==> src/rtl/stage2_decode_if.sv <==
// Decode/execute bundle carried from stage 2 to stage 3.
interface stage2_decode_if #(
  parameter int DATA_W = 8
);
  logic              valid_out;
  logic [3:0]        op_out;
  logic [3:0]        rd_out;
  logic              wr_out;
  logic [DATA_W-1:0] a_out;
  logic [DATA_W-1:0] b_out;
  logic [7:0]        address_out;
  logic [7:0]        pc_out;
  logic [1:0]        count_out;

  modport master (
    output valid_out, op_out, rd_out, wr_out,
    output a_out, b_out, address_out, pc_out, count_out
  );

  modport slave (
    input valid_out, op_out, rd_out, wr_out,
    input a_out, b_out, address_out, pc_out, count_out
  );
endinterface

==> src/rtl/stage2_decode.sv <==
// Stage 2 of the 8-bit-PC CPU: next-PC generation, register file with
// write-back bypass, load-use and branch hazard detection, and the
// registered decode/execute bundle for stage 3.
module stage2_decode #(
  parameter int DATA_W = 8
) (
  input  logic              clk,
  input  logic              en,
  input  logic [7:0]        pc_in,
  input  logic [15:0]       instruction,
  input  logic [3:0]        D,
  input  logic [7:0]        address,
  input  logic [1:0]        count,
  input  logic              wb_en,
  input  logic [3:0]        wb_addr,
  input  logic [DATA_W-1:0] wb_data,
  input  logic              mem_wr,
  input  logic [3:0]        mem_rd,
  output logic [7:0]        Next_pc,
  output logic              stall,
  stage2_decode_if.master   dx
);

  typedef enum logic [3:0] {
    OP_NOP   = 4'd0,
    OP_ADD   = 4'd1,
    OP_SUB   = 4'd2,
    OP_AND   = 4'd3,
    OP_OR    = 4'd4,
    OP_LOADI = 4'd5,
    OP_LOAD  = 4'd6,
    OP_STORE = 4'd7,
    OP_JMP   = 4'd8,
    OP_BEQZ  = 4'd9
  } opcode_e;

  logic [DATA_W-1:0] rf [16];

  opcode_e           op;
  logic [3:0]        s1;
  logic [3:0]        s2;
  logic              is_alu;
  logic              reads_d;
  logic              writes_reg;
  logic [DATA_W-1:0] s1_val;
  logic [DATA_W-1:0] s2_val;
  logic [DATA_W-1:0] d_val;
  logic [DATA_W-1:0] a_nxt;
  logic [DATA_W-1:0] b_nxt;
  logic              load_use;
  logic              branch_stall;
  logic              unused_bits;

  // D arrives as its own port; the copy inside the instruction word is redundant.
  assign unused_bits = ^instruction[11:8];
  assign s1 = instruction[7:4];
  assign s2 = instruction[3:0];

  // Opcode decode; 10..15 collapse onto NOP.
  always_comb begin
    op         = OP_NOP;
    is_alu     = 1'b0;
    reads_d    = 1'b0;
    writes_reg = 1'b0;
    case (instruction[15:12])
      4'd1: op = OP_ADD;
      4'd2: op = OP_SUB;
      4'd3: op = OP_AND;
      4'd4: op = OP_OR;
      4'd5: op = OP_LOADI;
      4'd6: op = OP_LOAD;
      4'd7: op = OP_STORE;
      4'd8: op = OP_JMP;
      4'd9: op = OP_BEQZ;
      default: op = OP_NOP;
    endcase
    is_alu     = (op == OP_ADD) || (op == OP_SUB) || (op == OP_AND) || (op == OP_OR);
    reads_d    = (op == OP_STORE) || (op == OP_BEQZ);
    writes_reg = is_alu || (op == OP_LOADI) || (op == OP_LOAD);
  end

  // Register reads with write-back bypass.
  always_comb begin
    s1_val = (wb_en && (wb_addr == s1)) ? wb_data : rf[s1];
    s2_val = (wb_en && (wb_addr == s2)) ? wb_data : rf[s2];
    d_val  = (wb_en && (wb_addr == D))  ? wb_data : rf[D];
  end

  // Operand selection; operands an opcode does not use stay zero.
  always_comb begin
    a_nxt = '0;
    b_nxt = '0;
    if (is_alu) begin
      a_nxt = s1_val;
      b_nxt = s2_val;
    end else if (reads_d) begin
      a_nxt = d_val;
    end else if (op == OP_LOADI) begin
      b_nxt = DATA_W'(address);
    end
  end

  // Hazard detection against the registered bundle and the stage-3 writer.
  always_comb begin
    load_use = dx.valid_out && (dx.op_out == OP_LOAD) &&
               ((is_alu && ((s1 == dx.rd_out) || (s2 == dx.rd_out))) ||
                (reads_d && (D == dx.rd_out)));
    branch_stall = (op == OP_BEQZ) &&
                   ((dx.wr_out && (dx.rd_out == D)) || (mem_wr && (mem_rd == D)));
    stall = load_use || branch_stall;
  end

  // Next PC: hold on stall, otherwise resolve jumps/branches here.
  always_comb begin
    Next_pc = pc_in + 8'd1;
    if (stall) begin
      Next_pc = pc_in;
    end else if (op == OP_JMP) begin
      Next_pc = address;
    end else if ((op == OP_BEQZ) && (d_val == '0)) begin
      Next_pc = address;
    end
  end

  // Register file; write-back lands at the same edge its value is bypassed.
  always_ff @(posedge clk or negedge en) begin
    if (!en) begin
      for (int unsigned i = 0; i < 16; i++) begin
        rf[i] <= '0;
      end
    end else if (wb_en) begin
      rf[wb_addr] <= wb_data;
    end
  end

  // Decode/execute bundle: bubble on stall, decoded instruction otherwise.
  always_ff @(posedge clk or negedge en) begin
    if (!en) begin
      dx.valid_out   <= 1'b0;
      dx.op_out      <= '0;
      dx.rd_out      <= '0;
      dx.wr_out      <= 1'b0;
      dx.a_out       <= '0;
      dx.b_out       <= '0;
      dx.address_out <= '0;
      dx.pc_out      <= '0;
      dx.count_out   <= '0;
    end else if (stall) begin
      dx.valid_out   <= 1'b0;
      dx.op_out      <= '0;
      dx.rd_out      <= '0;
      dx.wr_out      <= 1'b0;
      dx.a_out       <= '0;
      dx.b_out       <= '0;
      dx.address_out <= '0;
      dx.pc_out      <= '0;
      dx.count_out   <= '0;
    end else begin
      dx.valid_out   <= 1'b1;
      dx.op_out      <= op;
      dx.rd_out      <= D;
      dx.wr_out      <= writes_reg;
      dx.a_out       <= a_nxt;
      dx.b_out       <= b_nxt;
      dx.address_out <= address;
      dx.pc_out      <= pc_in;
      dx.count_out   <= count;
    end
  end

endmodule

==> src/flat_wrapper.sv <==
// flat-port wrapper written by rule: the top's interface ports become plain ports
module stage2_decode_flat 
#(
  parameter int DATA_W = 8
)
  (clk, en, pc_in, instruction, D, address, count, wb_en, wb_addr, wb_data, mem_wr, mem_rd, Next_pc, stall, dx_valid_out, dx_op_out, dx_rd_out, dx_wr_out, dx_a_out, dx_b_out, dx_address_out, dx_pc_out, dx_count_out);
  stage2_decode_if #(.DATA_W(DATA_W)) dx_i ();
  input  logic clk;
  input  logic en;
  input  logic [7:0] pc_in;
  input  logic [15:0] instruction;
  input  logic [3:0] D;
  input  logic [7:0] address;
  input  logic [1:0] count;
  input  logic wb_en;
  input  logic [3:0] wb_addr;
  input  logic [DATA_W-1:0] wb_data;
  input  logic mem_wr;
  input  logic [3:0] mem_rd;
  output logic [7:0] Next_pc;
  output logic stall;
  output wire logic [$bits(dx_i.valid_out)-1:0] dx_valid_out;
  output wire logic [$bits(dx_i.op_out)-1:0] dx_op_out;
  output wire logic [$bits(dx_i.rd_out)-1:0] dx_rd_out;
  output wire logic [$bits(dx_i.wr_out)-1:0] dx_wr_out;
  output wire logic [$bits(dx_i.a_out)-1:0] dx_a_out;
  output wire logic [$bits(dx_i.b_out)-1:0] dx_b_out;
  output wire logic [$bits(dx_i.address_out)-1:0] dx_address_out;
  output wire logic [$bits(dx_i.pc_out)-1:0] dx_pc_out;
  output wire logic [$bits(dx_i.count_out)-1:0] dx_count_out;
  assign dx_valid_out = dx_i.valid_out;
  assign dx_op_out = dx_i.op_out;
  assign dx_rd_out = dx_i.rd_out;
  assign dx_wr_out = dx_i.wr_out;
  assign dx_a_out = dx_i.a_out;
  assign dx_b_out = dx_i.b_out;
  assign dx_address_out = dx_i.address_out;
  assign dx_pc_out = dx_i.pc_out;
  assign dx_count_out = dx_i.count_out;
  stage2_decode #(.DATA_W(DATA_W)) u_core (.clk(clk), .en(en), .pc_in(pc_in), .instruction(instruction), .D(D), .address(address), .count(count), .wb_en(wb_en), .wb_addr(wb_addr), .wb_data(wb_data), .mem_wr(mem_wr), .mem_rd(mem_rd), .Next_pc(Next_pc), .stall(stall), .dx(dx_i));
endmodule
==> config.mk <==
export PLATFORM = sky130hd
export DESIGN_NAME = stage2_decode_flat
export DESIGN_NICKNAME = d
export VERILOG_FILES = /design/src/rtl/stage2_decode_if.sv /design/src/rtl/stage2_decode.sv /design/src/flat_wrapper.sv
export SDC_FILE = /design/constraint.sdc
export NUM_CORES = 1
export LEC_CHECK = 0
export CAP_MARGIN = 20
export CORE_ASPECT_RATIO = 1.5
export CORE_MARGIN = 2
export CORE_UTILIZATION = 50
export CTS_CLUSTER_SIZE = 24
export DETAILED_ROUTE_END_ITERATION = 8
export GPL_TIMING_DRIVEN = 0
export PLACE_DENSITY = 0.76
export SYNTH_ARGS = -nofsm -noshare
export SYNTH_HDL_FRONTEND = slang
export SYNTH_SLANG_ARGS = --single-unit
export TNS_END_PERCENT = 10
==> constraint.sdc <==
create_clock -name clk -period 5.9 [get_ports clk]
set_clock_uncertainty 0.05 [all_clocks]
set_input_delay 1.18 -clock clk [delete_from_list [all_inputs] [get_ports clk]]
set_output_delay 1.18 -clock clk [all_outputs]
set_load 0.01 [all_outputs]
==> impl_summary.log, run 1 <==
[metrics] result of the run: completed
[metrics] overall die width: 122.6 um
[metrics] Clock Pin Slew Worst Setup and Hold Paths: 0.07 ns
[metrics] Reg2Reg Capture Point: u_core.dx.b_out[6]
[metrics] final design area excluding fillers: 12760 um2
[metrics] average cell area after synthesis: 13.59 um2
[metrics] WS Path Type: in -> out
[metrics] most frequent cells in the layout: sky130_fd_sc_hd__dfrtp_1, sky130_fd_sc_hd__mux2_2, sky130_fd_sc_hd__mux4_2, sky130_fd_sc_hd__clkdlybuf4s50_1, sky130_fd_sc_hd__nand2_1
[metrics] Skew-Pair Late Insertion Delay: 0.44 ns
[metrics] die height: 182.0 um
[metrics] async set-reset flop share out of synthesis: 1.000
[metrics] predominant post-synthesis flop cell: sky130_fd_sc_hd__dfrtp_1
[metrics] Net Switching: 0.001157 W
[metrics] Tightest Pin Transition: 1.234 ns
[metrics] number of different library cells in the post-synthesis netlist: 58
[metrics] combinational cell fraction of total power: 0.279
[metrics] portion of the post-synthesis area used by sequential elements: 0.4077
[metrics] die area: 22320 um2
[metrics] commonest non-fill, non-tap cell in the layout: sky130_fd_sc_hd__dfrtp_1
[metrics] root cell of the clock tree: sky130_fd_sc_hd__clkbuf_16
[metrics] buffers plus inverters on the worst setup path: 7
[metrics] Internal Power: 0.002738 W
[metrics] input/output buffers: 87
[metrics] global route overflow: 0
[metrics] endpoint type of the worst setup path: output pin
[metrics] total power consumption of the routed design: 0.003896 W
[metrics] library cell contributing the largest single delay on the critical path: sky130_fd_sc_hd__clkdlybuf4s50_1
[metrics] Initial Util: 0.5051
[metrics] top-level port count: 111
[metrics] Core Area: 20900 um2
[metrics] largest stage delay on the critical path: 0.55 ns
[metrics] H-tree levels: 4
[metrics] nets: 961
[metrics] detail-routed via count per cell: 6.872
[metrics] ratio of total power to cell area: 305.3 nW/um2
[metrics] FMAX: 172.7 MHz
[metrics] setup slack after placement: -0.8480 ns
[metrics] maximum buffer depth of the clock tree: 2
[metrics] count of vias placed by the detailed router: 8130
[metrics] length in cells of the worst reg-to-reg path: 8
[metrics] pin count of the biggest net entering global routing: 108
[metrics] count of mapped cells out of synthesis: 777
[metrics] row count: 65
[metrics] DRC marker count from the first detailed-route iteration: 955
[metrics] synthesized netlist net count: 836
[metrics] Worst IR Drop VDD: 0.0002279 V
[metrics] power share of the clock group: 0.306
[metrics] total number of yosys warnings: 0
[metrics] number of storage elements in the synthesis netlist: 172
[metrics] vias in the first global route: 8495
[metrics] mean routed wirelength per cell: 28.17 um
[metrics] Sink Count: 172
[metrics] final count of negative-setup-slack endpoints: 0
[metrics] post-layout minimum cycle time: 5.792 ns
[metrics] total standard cell area after synthesis: 10560 um2
[metrics] path category of the worst min-delay check: reg -> reg
[metrics] number of enable flip-flop cells after synthesis: 0
[metrics] Worst Setup Start Kind: input pin
[metrics] setup slack of the worst register-to-register path: 3.15 ns
[metrics] count of TritonRoute iterations in the first routing pass: 5
[metrics] Area growth, synth to finish: 20.88%
[metrics] setup repair after global routing missed its margin: no
[metrics] arrival time of the worst setup path: 4.56 ns
[metrics] number of hold-slack violations in the final timing report: 0
[metrics] # diodes: 0
[metrics] RD Place Congestion: 0.9214
[metrics] Min-Delay Startpoint: u_core.rf[11]
[metrics] list of cells traversed by the critical path: clkdlybuf4s50_1 -> buf_6 -> buf_8 -> buf_8 -> mux4_2 -> nand2_1 -> nand2_1 -> o211ai_1 -> buf_4 -> o2111ai_4 -> or2_1 -> buf_6 -> o211ai_2 -> clkdlybuf4s50_1
[metrics] accumulated negative setup slack: 0 ns
[metrics] worst path required time: 4.67 ns
[metrics] fraction of layout cells with a size suffix above 1: 0.3661
[metrics] TritonCTS Buffers: 17
[metrics] Final Slew Violations: 0
[metrics] WL final: 33330 um
[metrics] leakage power: 5.162 nW
[metrics] clock tree from TritonCTS: built
[metrics] GRT Overall Usage: 0.3143
[metrics] worst rel slew slack: 0.1740
[metrics] first-pass GRT wire length: 50800 um
[metrics] max capacitance violation total: 0
[metrics] Antenna Nets Post-Route: 0
[metrics] sequential share of power: 0.415
[metrics] family with the most delay on the worst path: buffers and inverters
[metrics] Final HPWL DP: 24370 um
[metrics] Remaining DRCs: 0
[metrics] setup slack after layout: 0.1085 ns
[metrics] Worst R2R Start: u_core.dx.rd_out[3]
[metrics] Cell Area, Placed: 11990 um2
[metrics] Final Util: 0.6105
[metrics] number of stages on the worst hold path: 2
[metrics] final clock period utilization by the worst path: 0.9816
[metrics] critical path fanouts, max: 10
[metrics] net switching fraction of the power: 0.2971
[metrics] antenna violations before repair: 2
[metrics] hold worst-path end: u_core.rf[11]
## stage by stage
step,std cells,hold WS [ns]
after floorplan,777,0.4273
after global placement,1132,0.4496
after detailed placement,1147,0.4782
after CTS,1183,0.4919
after global routing,1183,0.5173
final,1183,0.4868
## power by group through the flow
stage | Combinational (W) | Sequential (W) | Clock, W
after floorplan | 0.000744 | 0.00157 | 0
after global placement | 0.00102 | 0.00161 | 0
after detailed placement | 0.00105 | 0.00163 | 0
after CTS | 0.00108 | 0.00161 | 0.00119
after global routing | 0.00115 | 0.00165 | 0.00124
final | 0.00109 | 0.00162 | 0.00119
## cells in the mapped netlist (all sizes together) (3+ instances only)
library cell	instances	area, um2
mux4	111	2522
o221ai	4	35.03
or2	4	25.03
nand2	48	180.2
xnor2	7	61.31
nor3	17	85.08
xor2	21	183.9
mux2	125	1411
nor4	9	68.81
nor2	16	62.56
clkbuf	37	138.9
nand4b	3	41.29
dfrtp	172	4304
mux2i	32	320.3
o21a	3	22.52
o21ai	13	65.06
o211ai	13	132.6
or3	9	56.30
o22ai	11	68.82
a22oi	15	112.6
and3	9	56.30
nand2b	3	18.77
nand3	9	45.04
buf	31	175.2
inv	14	52.55
and2	15	93.84
## cell type report
type	instances	area, um2
clock inverters	14	182.7
repair buffers	106	1101
well taps	268	335.3
inverters	14	52.55
clock buffers	18	439.2
multi-input cells	523	5991
flip-flops and latches	172	4304
fillers	1510	8140
plain buffers	68	355.3
## repair_timing
item | CTS | global route
setup buffers | 4 | 0
endpoints found under the hold margin | 0 | 0
resized for setup | 20 | 10
endpoints found under the setup margin | 9 | 8
pin swaps | 2 | 0
hold buffers | 0 | 0
## sequential cells by signal (all words and copies together), names as in the netlist
register / count
u_core.dx.pc_out: 8
u_core.rf: 128
u_core.dx.valid_out: 1
u_core.dx.rd_out: 4
u_core.dx.op_out: 4
u_core.dx.count_out: 2
u_core.dx.a_out: 8
u_core.dx.b_out: 8
u_core.dx.wr_out: 1
u_core.dx.address_out: 8
## worst min-delay path, cell delays in order, from the launching register on
cell                      delay [ns]
sky130_fd_sc_hd__dfrtp_1        0.38
sky130_fd_sc_hd__nand2_1        0.05
sky130_fd_sc_hd__o21ai_0        0.07
## kinds of logic (layout without fill, tap and decap cells)
| family | Yosys count | in the layout | synth area share |
|---|---|---|---|
| multiplexers | 268 | 268 | 0.4030 |
| flip-flops | 172 | 172 | 0.4077 |
| AND/OR/NAND/NOR | 150 | 150 | 0.07526 |
| buffers and inverters | 82 | 220 | 0.03473 |
| AO/OA/AOI/OAI | 76 | 76 | 0.05488 |
| XOR/XNOR | 28 | 28 | 0.02323 |
| adder cells (fa/ha/maj) | 1 | 1 | 0.001185 |
## worst max path at each step
| stage | from | endpoint | slack [ns] | cells past startpoint |
|---|---|---|---|---|
| global route | D[3] | Next_pc[3] | 0.001 | 14 |
| detailed placement | D[3] | Next_pc[5] | -0.85 | 13 |
| floorplan | D[0] | Next_pc[1] | 1.24 | 9 |
| finish | D[3] | Next_pc[1] | 0.11 | 14 |
| global placement | en | u_core.rf[50] | -3.33 | 1 |
| CTS | D[1] | Next_pc[2] | 0.003 | 12 |
## routing by layer
| metal | GRT usage | vias up | part of all wire |
|---|---|---|---|
| met5 | 0 | - | 0.00090 |
| met4 | 0.2202 | 4 | 0.085 |
| met3 | 0.07286 | 195 | 0.089 |
| met2 | 0.5193 | 559 | 0.50 |
| met1 | 0.3541 | 4107 | 0.33 |
| li1 | - | 3265 | - |
Power figures use the tool's default switching activity.
==> run 2, diff against run 1 <==
- CAP_MARGIN: 20 -> 0
==> impl_summary.log, run 2 (synthesized netlist as in run 1, its figures left out) <==
[metrics] Final Util: 0.6074 (was 0.6105)
[metrics] count of TritonRoute iterations in the first routing pass: 5 (unchanged)
[metrics] accumulated negative setup slack: 0 ns (unchanged)
[metrics] Tightest Pin Transition: 1.485 ns (was 1.234 ns)
[metrics] mean routed wirelength per cell: 28.76 um (was 28.17 um)
[metrics] critical path fanouts, max: 10 (unchanged)
[metrics] Sink Count: 172 (unchanged)
[metrics] met3 usage in global routing: 0.07758 (was 0.07286)
[metrics] setup repair after global routing missed its margin: no (unchanged)
[metrics] Internal Power: 0.002725 W (was 0.002738 W)
[metrics] maximum buffer depth of the clock tree: 2 (unchanged)
[metrics] Net Switching: 0.001168 W (was 0.001157 W)
[metrics] top-level port count: 111 (unchanged)
[metrics] Worst IR Drop VDD: 0.0002195 V (was 0.0002279 V)
[metrics] Core Area: 20900 um2 (unchanged)
[metrics] Worst R2R Start: u_core.dx.rd_out[3] (unchanged)
[metrics] Largest register FFs: 128 (unchanged)
[metrics] leakage power: 5.132 nW (was 5.162 nW)
[metrics] post-layout minimum cycle time: 5.755 ns (was 5.792 ns)
[metrics] final instance count without filler cells: 1177 (was 1183)
[metrics] Final HPWL DP: 24260 um (was 24370 um)
[metrics] H-tree levels: 4 (unchanged)
[metrics] FMAX: 173.8 MHz (was 172.7 MHz)
[metrics] max capacitance violation total: 1 (was 0)
[metrics] power share of the clock group: 0.304 (was 0.306)
[metrics] detail-routed via count per cell: 6.941 (was 6.872)
[metrics] final clock period utilization by the worst path: 0.9755 (was 0.9816)
[metrics] WL final: 33860 um (was 33330 um)
[metrics] net switching fraction of the power: 0.3000 (was 0.2971)
[metrics] Min-Delay Startpoint: u_core.rf[7] (was u_core.rf[11])
[metrics] fraction of layout cells with a size suffix above 1: 0.3619 (was 0.3661)
[metrics] input/output buffers: 87 (unchanged)
[metrics] sequential share of power: 0.416 (was 0.415)
[metrics] result of the run: finished with violations (was completed)
[metrics] count of vias placed by the detailed router: 8169 (was 8130)
[metrics] critical path startpoint: D[2] (was D[3])
[metrics] worst path required time: 4.67 ns (about the same)
[metrics] global route overflow: 0 (unchanged)
[metrics] met2 Use GR: 0.5244 (was 0.5193)
[metrics] row count: 65 (unchanged)
[metrics] clock tree from TritonCTS: built (unchanged)
[metrics] ratio of total power to cell area: 306.6 nW/um2 (was 305.3 nW/um2)
[metrics] Top Usage Layer GRT: met2 (unchanged)
[metrics] final count of negative-setup-slack endpoints: 0 (unchanged)
[metrics] nets: 955 (was 961)
[metrics] # diodes: 0 (unchanged)
[metrics] die height: 182.0 um (unchanged)
[metrics] GRT Overall Usage: 0.3169 (was 0.3143)
[metrics] path category of the worst min-delay check: reg -> reg (unchanged)
[metrics] endpoint type of the worst setup path: output pin (unchanged)
[metrics] arrival time of the worst setup path: 4.53 ns (was 4.56 ns)
[metrics] TritonCTS Buffers: 17 (unchanged)
[metrics] Initial Util: 0.5051 (unchanged)
[metrics] Cell Area, Placed: 11910 um2 (was 11990 um2)
[metrics] Worst Setup Start Kind: input pin (unchanged)
[metrics] WS Path Type: in -> out (unchanged)
[metrics] most frequent cells in the layout: sky130_fd_sc_hd__dfrtp_1, sky130_fd_sc_hd__mux2_2, sky130_fd_sc_hd__mux4_2, sky130_fd_sc_hd__clkdlybuf4s50_1, sky130_fd_sc_hd__nand2_1 (unchanged)
[metrics] Fin Hold WS: 0.4894 ns (was 0.4868 ns)
[metrics] Remaining DRCs: 0 (unchanged)
[metrics] Clock Pin Slew Worst Setup and Hold Paths: 0.07 ns (about the same)
[metrics] cts hold-fix bufs: 0 (unchanged)
[metrics] RD Place Congestion: 0.9214 (unchanged)
[metrics] worst rel slew slack: 0.006592 (was 0.1740)
[metrics] Skew-Pair Late Insertion Delay: 0.44 ns (about the same)
[metrics] Antenna Nets Post-Route: 0 (unchanged)
[metrics] root cell of the clock tree: sky130_fd_sc_hd__clkbuf_16 (unchanged)
[metrics] first-pass GRT wire length: 51250 um (was 50800 um)
[metrics] die area: 22320 um2 (unchanged)
[metrics] Area growth, synth to finish: 20.27% (was 20.88%)
[metrics] Final Slew Violations: 0 (unchanged)
[metrics] register bank with the most flops: u_core.rf (unchanged)
[metrics] vias in the first global route: 8538 (was 8495)
[metrics] pin count of the biggest net entering global routing: 108 (unchanged)
[metrics] combinational cell fraction of total power: 0.279 (about the same)
[metrics] antenna violations before repair: 2 (unchanged)
[metrics] overall die width: 122.6 um (unchanged)
[metrics] Fill cells: 1530 (was 1510)
[metrics] commonest non-fill, non-tap cell in the layout: sky130_fd_sc_hd__dfrtp_1 (unchanged)
[metrics] GR Util met1: 0.3494 (was 0.3541)
[metrics] DRC marker count from the first detailed-route iteration: 876 (was 955)
[metrics] number of hold-slack violations in the final timing report: 0 (unchanged)
[metrics] violated checks: max-capacitance violations
[metrics] final design area excluding fillers: 12700 um2 (was 12760 um2)
[metrics] instance count after placement with tap cells included: 1140 (was 1147)
run 2: changes by cell type in the layout (fill, tap and decap cells not counted), moves of 2 or more:
cell                         delta
sky130_fd_sc_hd__clkinv_4       +2
sky130_fd_sc_hd__buf_8          -2
sky130_fd_sc_hd__clkinvlp_4     -2
sky130_fd_sc_hd__buf_4          -2
sky130_fd_sc_hd__buf_6          -3
run 2: final cells by class:
class / count / area (um2) / share of cell area
flip-flops and latches: 172 / 4304 / 0.3390
inverters: 14 / 52.55 / 0.004139
clock buffers: 17 / 425.4 / 0.03351
repair buffers: 100 / 1030 / 0.08111
plain buffers: 68 / 370.4 / 0.02917
multi-input cells: 523 / 5991 / 0.4719
well taps: 268 / 335.3 / 0.02641
clock inverters: 15 / 187.7 / 0.01478
run 2: worst paths after layout:
kind,endpoint,slack (ns),cells past startpoint
setup / recovery,Next_pc[7],0.14,12
hold / removal,u_core.rf[7],0.49,2
setup reg to reg,u_core.dx.b_out[6],3.15,8
hold reg to reg,u_core.rf[7],0.49,2
max in group asynchronous,u_core.rf[2],4.24,2
min in group asynchronous,u_core.dx.rd_out[3],0.74,1
run 2: layer usage:
metal,routed length [um],vias to the layer above,part of all wire
met1,10940,4108,0.32
met4,2740,4,0.081
met5,26,-,0.00077
li1,-,3252,-
met2,17050,626,0.50
met3,3095,179,0.091
run 2: power by group through the flow:
stage | registers [W] | clock network [W] | logic (W)
floorplan | 0.00157 | 0 | 0.000744
global placement | 0.00161 | 0 | 0.00102
detailed placement | 0.00162 | 0 | 0.00105
CTS | 0.00161 | 0.00119 | 0.00108
global route | 0.00165 | 0.00123 | 0.00114
finish | 0.00162 | 0.00118 | 0.00109
run 2: per-stage QoR:
step	power [W]	worst slack, ns
after global placement	0.002624	-3.334
after CTS	0.003868	0.008282
after detailed placement	0.002671	-0.8012
after floorplan	0.002313	1.243
after global routing	0.004019	0.02726
final	0.003892	0.1446
run 2: critical path: stages:
cell and delay, ns:
sky130_fd_sc_hd__buf_2 0.23, sky130_fd_sc_hd__inv_1 0.16, sky130_fd_sc_hd__buf_1 0.76, sky130_fd_sc_hd__mux2i_1 0.42, sky130_fd_sc_hd__o211ai_1 0.15, sky130_fd_sc_hd__o211ai_1 0.12, sky130_fd_sc_hd__buf_4 0.18, sky130_fd_sc_hd__nand4b_4 0.17
sky130_fd_sc_hd__or2_1 0.29, sky130_fd_sc_hd__buf_6 0.15, sky130_fd_sc_hd__o211ai_2 0.15, sky130_fd_sc_hd__clkdlybuf4s50_1 0.55
run 2: what timing repair did:
action                     in CTS  in global routing
cloned                          0                  0
pin swaps                       2                  1
setup endpoints to repair       9                  8
hold endpoints to repair        0                  0
gates resized for setup        21                 13
buffers inserted                4                  0
